===== src/rtl/core_exec_if.sv =====
// Execute-stage bus: operands, bypass sources and control from issue, results towards memory/fetch.
interface core_exec_if;
  logic [4:0]  i_rs1;
  logic [4:0]  i_rs2;
  logic [1:0]  i_bp_rs1;
  logic [1:0]  i_bp_rs2;
  logic [31:0] i_rs1_val;
  logic [31:0] i_rs2_val;
  logic [31:0] i_memory_rd_val;
  logic [31:0] i_write_rd_val;
  logic [31:0] i_write_back_rd_val;
  logic        i_alu_op1_sel;
  logic        i_alu_op2_sel;
  logic [29:0] i_pc;
  logic [31:0] i_imm;
  logic [4:0]  i_alu_ctrl;
  logic        i_jump;
  logic        i_branch;
  logic        i_pc_sel;
  logic [31:0] o_bp1;
  logic [31:0] o_bp2;
  logic [31:0] o_alu_result;
  logic        o_pc_src;
  logic [29:0] o_pc_target;

  modport master (
    output i_rs1, i_rs2, i_bp_rs1, i_bp_rs2, i_rs1_val, i_rs2_val,
           i_memory_rd_val, i_write_rd_val, i_write_back_rd_val,
           i_alu_op1_sel, i_alu_op2_sel, i_pc, i_imm, i_alu_ctrl,
           i_jump, i_branch, i_pc_sel,
    input  o_bp1, o_bp2, o_alu_result, o_pc_src, o_pc_target
  );

  modport slave (
    input  i_rs1, i_rs2, i_bp_rs1, i_bp_rs2, i_rs1_val, i_rs2_val,
           i_memory_rd_val, i_write_rd_val, i_write_back_rd_val,
           i_alu_op1_sel, i_alu_op2_sel, i_pc, i_imm, i_alu_ctrl,
           i_jump, i_branch, i_pc_sel,
    output o_bp1, o_bp2, o_alu_result, o_pc_src, o_pc_target
  );
endinterface


===== src/rtl/core_exec_unit.sv =====
// RV32I execute stage: bypass muxing, operand selection, ALU, branch resolution and
// redirect target generation, with an optional register between operand prep and ALU.
module core_exec_unit #(
  parameter bit ALU_2_STAGE = 1'b0
) (
  input  logic       i_clk,
  input  logic       i_reset,
  input  logic       i_flush,
  input  logic       i_stall,
  core_exec_if.slave bus
);

  typedef struct packed {
    logic [31:0] op1;
    logic [31:0] op2;
    logic [31:0] bp1;
    logic [31:0] bp2;
    logic [31:0] imm;
    logic [29:0] pc;
    logic [4:0]  alu_ctrl;
    logic        jump;
    logic        branch;
    logic        pc_sel;
  } stage_t;

  localparam int STAGE_W = $bits(stage_t);

  localparam logic [4:0] ALU_ADD  = 5'd0;
  localparam logic [4:0] ALU_SUB  = 5'd1;
  localparam logic [4:0] ALU_SLL  = 5'd2;
  localparam logic [4:0] ALU_SLT  = 5'd3;
  localparam logic [4:0] ALU_SLTU = 5'd4;
  localparam logic [4:0] ALU_XOR  = 5'd5;
  localparam logic [4:0] ALU_SRL  = 5'd6;
  localparam logic [4:0] ALU_SRA  = 5'd7;
  localparam logic [4:0] ALU_OR   = 5'd8;
  localparam logic [4:0] ALU_AND  = 5'd9;
  localparam logic [4:0] ALU_PASS = 5'd10;
  localparam logic [4:0] ALU_EQ   = 5'd16;
  localparam logic [4:0] ALU_NE   = 5'd17;
  localparam logic [4:0] ALU_LT   = 5'd18;
  localparam logic [4:0] ALU_GE   = 5'd19;
  localparam logic [4:0] ALU_LTU  = 5'd20;
  localparam logic [4:0] ALU_GEU  = 5'd21;

  // x0 always reads as zero, whatever the forwarding select says
  function automatic logic [31:0] bypass_sel(
    input logic [4:0]  rs,
    input logic [1:0]  sel,
    input logic [31:0] rf_val,
    input logic [31:0] mem_val,
    input logic [31:0] wr_val,
    input logic [31:0] wb_val
  );
    logic [31:0] v;
    v = 32'd0;
    if (rs == 5'd0) begin
      v = 32'd0;
    end else begin
      case (sel)
        2'b00:   v = rf_val;
        2'b01:   v = mem_val;
        2'b10:   v = wr_val;
        2'b11:   v = wb_val;
        default: v = rf_val;
      endcase
    end
    return v;
  endfunction

  function automatic logic [31:0] alu_fn(
    input logic [4:0]  ctrl,
    input logic [31:0] a,
    input logic [31:0] b
  );
    logic [31:0] r;
    r = 32'd0;
    case (ctrl)
      ALU_ADD:  r = a + b;
      ALU_SUB:  r = a - b;
      ALU_SLL:  r = a << b[4:0];
      ALU_SLT:  r = {31'd0, $signed(a) < $signed(b)};
      ALU_SLTU: r = {31'd0, a < b};
      ALU_XOR:  r = a ^ b;
      ALU_SRL:  r = a >> b[4:0];
      ALU_SRA:  r = $unsigned($signed(a) >>> b[4:0]);
      ALU_OR:   r = a | b;
      ALU_AND:  r = a & b;
      ALU_PASS: r = b;
      ALU_EQ:   r = {31'd0, a == b};
      ALU_NE:   r = {31'd0, a != b};
      ALU_LT:   r = {31'd0, $signed(a) < $signed(b)};
      ALU_GE:   r = {31'd0, $signed(a) >= $signed(b)};
      ALU_LTU:  r = {31'd0, a < b};
      ALU_GEU:  r = {31'd0, a >= b};
      default:  r = 32'd0;
    endcase
    return r;
  endfunction

  stage_t      prep_s;
  stage_t      stage_r;
  stage_t      stage_s;
  logic [31:0] result_s;
  logic [31:0] base_s;
  logic        carry_s;
  logic [29:0] target_s;

  // Operand preparation: bypass selection and operand muxing
  always_comb begin
    prep_s          = stage_t'({STAGE_W{1'b0}});
    prep_s.bp1      = bypass_sel(bus.i_rs1, bus.i_bp_rs1, bus.i_rs1_val, bus.i_memory_rd_val,
                                 bus.i_write_rd_val, bus.i_write_back_rd_val);
    prep_s.bp2      = bypass_sel(bus.i_rs2, bus.i_bp_rs2, bus.i_rs2_val, bus.i_memory_rd_val,
                                 bus.i_write_rd_val, bus.i_write_back_rd_val);
    prep_s.op1      = bus.i_alu_op1_sel ? {bus.i_pc, 2'b00} : prep_s.bp1;
    prep_s.op2      = bus.i_alu_op2_sel ? bus.i_imm : prep_s.bp2;
    prep_s.imm      = bus.i_imm;
    prep_s.pc       = bus.i_pc;
    prep_s.alu_ctrl = bus.i_alu_ctrl;
    prep_s.jump     = bus.i_jump;
    prep_s.branch   = bus.i_branch;
    prep_s.pc_sel   = bus.i_pc_sel;
  end

  // Prep-to-ALU stage register; reset, flush and stall all insert an all-zero bubble
  always_ff @(posedge i_clk) begin
    if (i_reset) begin
      stage_r <= stage_t'({STAGE_W{1'b0}});
    end else if (i_flush) begin
      stage_r <= stage_t'({STAGE_W{1'b0}});
    end else if (i_stall) begin
      stage_r <= stage_t'({STAGE_W{1'b0}});
    end else begin
      stage_r <= prep_s;
    end
  end

  // In single-stage mode the register is left without a load and drops out in synthesis
  assign stage_s = ALU_2_STAGE ? stage_r : prep_s;

  // ALU and redirect target; only bits [31:2] of the target leave, so the low-bit add
  // is reduced to its carry into bit 2 (bit 0 is cleared and never reaches the output)
  always_comb begin
    result_s = alu_fn(stage_s.alu_ctrl, stage_s.op1, stage_s.op2);
    base_s   = stage_s.pc_sel ? stage_s.bp1 : {stage_s.pc, 2'b00};
    carry_s  = (base_s[1] & stage_s.imm[1]) |
               ((base_s[1] ^ stage_s.imm[1]) & base_s[0] & stage_s.imm[0]);
    target_s = base_s[31:2] + stage_s.imm[31:2] + {29'd0, carry_s};
  end

  assign bus.o_bp1        = stage_s.bp1;
  assign bus.o_bp2        = stage_s.bp2;
  assign bus.o_alu_result = result_s;
  assign bus.o_pc_src     = stage_s.jump | (stage_s.branch & result_s[0]);
  assign bus.o_pc_target  = target_s;

endmodule


===== src/flat_wrapper.sv =====
// flat-port wrapper written by rule: the top's interface ports become plain ports
module core_exec_unit_flat 
#(
  parameter bit ALU_2_STAGE = 1'b0
)
  (i_clk, i_reset, i_flush, i_stall, bus_i_rs1, bus_i_rs2, bus_i_bp_rs1, bus_i_bp_rs2, bus_i_rs1_val, bus_i_rs2_val, bus_i_memory_rd_val, bus_i_write_rd_val, bus_i_write_back_rd_val, bus_i_alu_op1_sel, bus_i_alu_op2_sel, bus_i_pc, bus_i_imm, bus_i_alu_ctrl, bus_i_jump, bus_i_branch, bus_i_pc_sel, bus_o_bp1, bus_o_bp2, bus_o_alu_result, bus_o_pc_src, bus_o_pc_target);
  core_exec_if bus_i ();
  input  logic i_clk;
  input  logic i_reset;
  input  logic i_flush;
  input  logic i_stall;
  input wire logic [$bits(bus_i.i_rs1)-1:0] bus_i_rs1;
  input wire logic [$bits(bus_i.i_rs2)-1:0] bus_i_rs2;
  input wire logic [$bits(bus_i.i_bp_rs1)-1:0] bus_i_bp_rs1;
  input wire logic [$bits(bus_i.i_bp_rs2)-1:0] bus_i_bp_rs2;
  input wire logic [$bits(bus_i.i_rs1_val)-1:0] bus_i_rs1_val;
  input wire logic [$bits(bus_i.i_rs2_val)-1:0] bus_i_rs2_val;
  input wire logic [$bits(bus_i.i_memory_rd_val)-1:0] bus_i_memory_rd_val;
  input wire logic [$bits(bus_i.i_write_rd_val)-1:0] bus_i_write_rd_val;
  input wire logic [$bits(bus_i.i_write_back_rd_val)-1:0] bus_i_write_back_rd_val;
  input wire logic [$bits(bus_i.i_alu_op1_sel)-1:0] bus_i_alu_op1_sel;
  input wire logic [$bits(bus_i.i_alu_op2_sel)-1:0] bus_i_alu_op2_sel;
  input wire logic [$bits(bus_i.i_pc)-1:0] bus_i_pc;
  input wire logic [$bits(bus_i.i_imm)-1:0] bus_i_imm;
  input wire logic [$bits(bus_i.i_alu_ctrl)-1:0] bus_i_alu_ctrl;
  input wire logic [$bits(bus_i.i_jump)-1:0] bus_i_jump;
  input wire logic [$bits(bus_i.i_branch)-1:0] bus_i_branch;
  input wire logic [$bits(bus_i.i_pc_sel)-1:0] bus_i_pc_sel;
  output wire logic [$bits(bus_i.o_bp1)-1:0] bus_o_bp1;
  output wire logic [$bits(bus_i.o_bp2)-1:0] bus_o_bp2;
  output wire logic [$bits(bus_i.o_alu_result)-1:0] bus_o_alu_result;
  output wire logic [$bits(bus_i.o_pc_src)-1:0] bus_o_pc_src;
  output wire logic [$bits(bus_i.o_pc_target)-1:0] bus_o_pc_target;
  assign bus_i.i_rs1 = bus_i_rs1;
  assign bus_i.i_rs2 = bus_i_rs2;
  assign bus_i.i_bp_rs1 = bus_i_bp_rs1;
  assign bus_i.i_bp_rs2 = bus_i_bp_rs2;
  assign bus_i.i_rs1_val = bus_i_rs1_val;
  assign bus_i.i_rs2_val = bus_i_rs2_val;
  assign bus_i.i_memory_rd_val = bus_i_memory_rd_val;
  assign bus_i.i_write_rd_val = bus_i_write_rd_val;
  assign bus_i.i_write_back_rd_val = bus_i_write_back_rd_val;
  assign bus_i.i_alu_op1_sel = bus_i_alu_op1_sel;
  assign bus_i.i_alu_op2_sel = bus_i_alu_op2_sel;
  assign bus_i.i_pc = bus_i_pc;
  assign bus_i.i_imm = bus_i_imm;
  assign bus_i.i_alu_ctrl = bus_i_alu_ctrl;
  assign bus_i.i_jump = bus_i_jump;
  assign bus_i.i_branch = bus_i_branch;
  assign bus_i.i_pc_sel = bus_i_pc_sel;
  assign bus_o_bp1 = bus_i.o_bp1;
  assign bus_o_bp2 = bus_i.o_bp2;
  assign bus_o_alu_result = bus_i.o_alu_result;
  assign bus_o_pc_src = bus_i.o_pc_src;
  assign bus_o_pc_target = bus_i.o_pc_target;
  core_exec_unit #(.ALU_2_STAGE(ALU_2_STAGE)) u_core (.i_clk(i_clk), .i_reset(i_reset), .i_flush(i_flush), .i_stall(i_stall), .bus(bus_i));
endmodule

===== config.mk =====
export PLATFORM = sky130hd
export DESIGN_NAME = core_exec_unit_flat
export DESIGN_NICKNAME = d
export VERILOG_FILES = /design/src/rtl/core_exec_if.sv /design/src/rtl/core_exec_unit.sv /design/src/flat_wrapper.sv
export SDC_FILE = /design/constraint.sdc
export NUM_CORES = 1
export LEC_CHECK = 0
export CORE_ASPECT_RATIO = 1.75
export CORE_MARGIN = 2
export CORE_UTILIZATION = 29
export DETAILED_ROUTE_END_ITERATION = 7
export DONT_BUFFER_PORTS = 1
export PLACE_DENSITY = 0.44
export REMOVE_ABC_BUFFERS = 1
export SETUP_SLACK_MARGIN = 0.4
export SLEW_MARGIN = 20
export SYNTH_ARGS = -nofsm -noshare
export SYNTH_HDL_FRONTEND = slang
export SYNTH_SLANG_ARGS = --single-unit
export TNS_END_PERCENT = 5

===== constraint.sdc =====
create_clock -name vclk -period 24.3
set_input_delay 6.075 -clock vclk [all_inputs]
set_output_delay 6.075 -clock vclk [all_outputs]
set_load 0.005 [all_outputs]

==> metrics.txt <==
P_leak=5.84 nW; IO buf count=0; Cell Chain, Critical Path=or4_4 -> or2_2 -> nand2_1 -> nor2_1 -> a21oi_1 -> inv_1 -> ha_1 -> nor3_1 -> nand3_1 -> or3_1 -> nor4_1 -> xor2_1 -> a21oi_1 -> o21ai_0 -> a211oi_1 -> o211ai_1 -> a21o_1; slowest CP cell=nor4_1; status=finished, final reports clean; Die Wd=around 170 um; Avg Cell Area, Syn=approximately 7 sq um; ANT cells=0; cell area after layout=approximately 14000 sq um; critical path's top delay family=simple AND/OR/NAND/NOR gates; routed via count=around 15000; Initial DRC Count=about 1200; Power Dens Cells=around 37 nW/um^2; Worst Path Arrival=~12 ns; commonest non-fill, non-tap cell in the layout=nand2_1; layout cells sized above 1=a little under a tenth; first-pass GRT wire length=about 100 mm; Crit path largest cell delay=around 0.98 ns; clock buffers=0; Crit path required time=roughly 18 ns; die area=47900 sq um; CP startpoint kind=primary input; Die Y=288 um; Setup CP Type=primary input to output port; antenna-violating nets left=0; TNS Setup=0 ns; largest net degree at the start of global routing=73; Post-Layout Cell Count=2391; setup bufs post-CTS=0; CP Capture Type=output port; CP bufs+invs=1; Core Util, Final=about 30%; Worst VDD drop=approximately 0.000011 V; Storage cell area=0 sq um; CP most frequent cell=a21oi_1; Post-DP Area=approximately 14000 sq um; final WL=71.4 mm; Ys Warns=0; HP Class=primary input to output port; sequential element share of the synthesized area=0%; CTS resizes=0; gpl congestion=between 0.9 and 1; drt via density=between 6 and 7; final setup vio count=0; DRC viols=0; setup ws final=about 6 ns; GRT Residual Overflow=0; DR pass1 iterations=5; post-placement setup slack=between 6 and 7 ns; wire per inst=between 20 and 30 um; FFs & Latches=0; Site Rows=approximately 100; fmax=about 55 MHz; gr usage total=28.0%; period utilisation layout=between 70% and 80%; Syn Std Cell Area=13400 sq um; worst setup path endpoint=bus_o_pc_src; # IOs=377; most frequent cells in the layout=nand2_1 (203), nor2_1 (167), inv_1 (157); initial antenna violation count=0; CP Depth=17; relative slew slack=between 20% and 30%; Least-Margin Pin Slew=around 1.1 ns; DP Cell Count=roughly 2400; Final Critical Period=roughly 18 ns; CP Max Fanout=29; # nets final=~2200; unrepaired setup endpoints after global routing=no; Slew Limit Fails=0; via count of the first global-routing pass=between 15000 and 20000; Final Hold Vio Count=0; max-cap violation count=0; area of the core=about 46000 sq um; Crit. Startpoint=bus_i_rs2[0]; Initial Utilization=approximately 29%; Synth cell types=slightly above 80; Syn Inst Count=between 1500 and 2000; cts hold-fix bufs=0; DP HPWL=57.5 mm; P&R area growth vs syn=2.76%
==> cell families after synthesis <==
kind of cell             synth area share (%)
buffers and inverters                    9.12
XOR/XNOR                                 2.10
AO/OA/AOI/OAI                            32.4
multiplexers                             25.4
AND/OR/NAND/NOR                          18.5
adder cells (fa/ha/maj)                  12.4
==> through the flow <==
stage / hold WS (ns) / total power, W
floorplan: 12.22 / 0.000349
global placement: 12.23 / 0.000496
detailed placement: 12.23 / 0.000496
CTS: 12.23 / 0.000499
global route: 12.24 / 0.000545
finish: 12.23 / 0.000508
==> power by group <==
group          internal [W]  switching [W]  leakage [nW]  total [W]
combinational      0.000179       0.000329          5.84   0.000508
clock                     0              0             0          0
sequential                0              0             0          0
total              0.000179       0.000329          5.84   0.000508
==> worst min path at each step <==
stage          slack, ns  depth (start not counted)  startpoint            to
3_5_place_dp       12.23                          1  bus_i_jump  bus_o_pc_src
4_1_cts            12.23                          1  bus_i_jump  bus_o_pc_src
2_1_floorplan      12.22                          1  bus_i_jump  bus_o_pc_src
5_1_grt            12.24                          1  bus_i_jump  bus_o_pc_src
3_3_place_gp       12.23                          1  bus_i_jump  bus_o_pc_src
6_report           12.23                          1  bus_i_jump  bus_o_pc_src
==> synthesized netlist by cell type (5+ instances only) <==
cell	number	area, sq um
nand2_1	203	762
nor2_1	168	631
inv_1	159	597
o21ai_0	150	751
a21oi_1	128	641
mux2i_1	128	1280
ha_1	126	1580
clkbuf_1	98	368
mux4_2	71	1600
mux2_2	44	495
nor3_1	42	210
o211ai_1	38	285
a21o_1	33	248
o22ai_1	31	194
nand3_1	30	150
a221oi_1	29	254
o21ai_1	27	135
a211oi_1	24	180
xnor2_1	24	210
nand2b_1	23	144
a22oi_1	21	158
o21a_1	21	158
o221ai_1	21	184
buf_2	20	100
o21bai_1	19	143
nor2b_1	16	100
a31oi_1	15	93.8
a221o_1	14	140
nor4_1	14	87.6
buf_1	13	48.8
and2_1	12	75.1
or3_1	12	75.1
a211o_1	11	96.3
o31ai_1	9	67.6
nand4_1	8	50.1
or2_2	8	50.1
xor2_1	8	70.1
o2111ai_1	6	52.6
o311ai_0	6	52.6
a21boi_0	5	37.5
a311oi_1	5	43.8
and3_1	5	31.3
==> cell type report <==
type,instances,area (sq um)
fillers,5056,32100
multi-input cells,1617,12200
well taps,583,729
inverters,162,613
repair buffers,29,218
==> routing by layer <==
layer  GRT usage, %  share of wire, %  vias to the layer above
met5              0                 0                        -
met4           12.5               5.3                        0
met3           3.26               5.6                      150
met2           52.5                52                      730
met1           31.8                37                     7418
li1               -                 -                     6934
No activity file was read; power rests on OpenSTA's default activity.
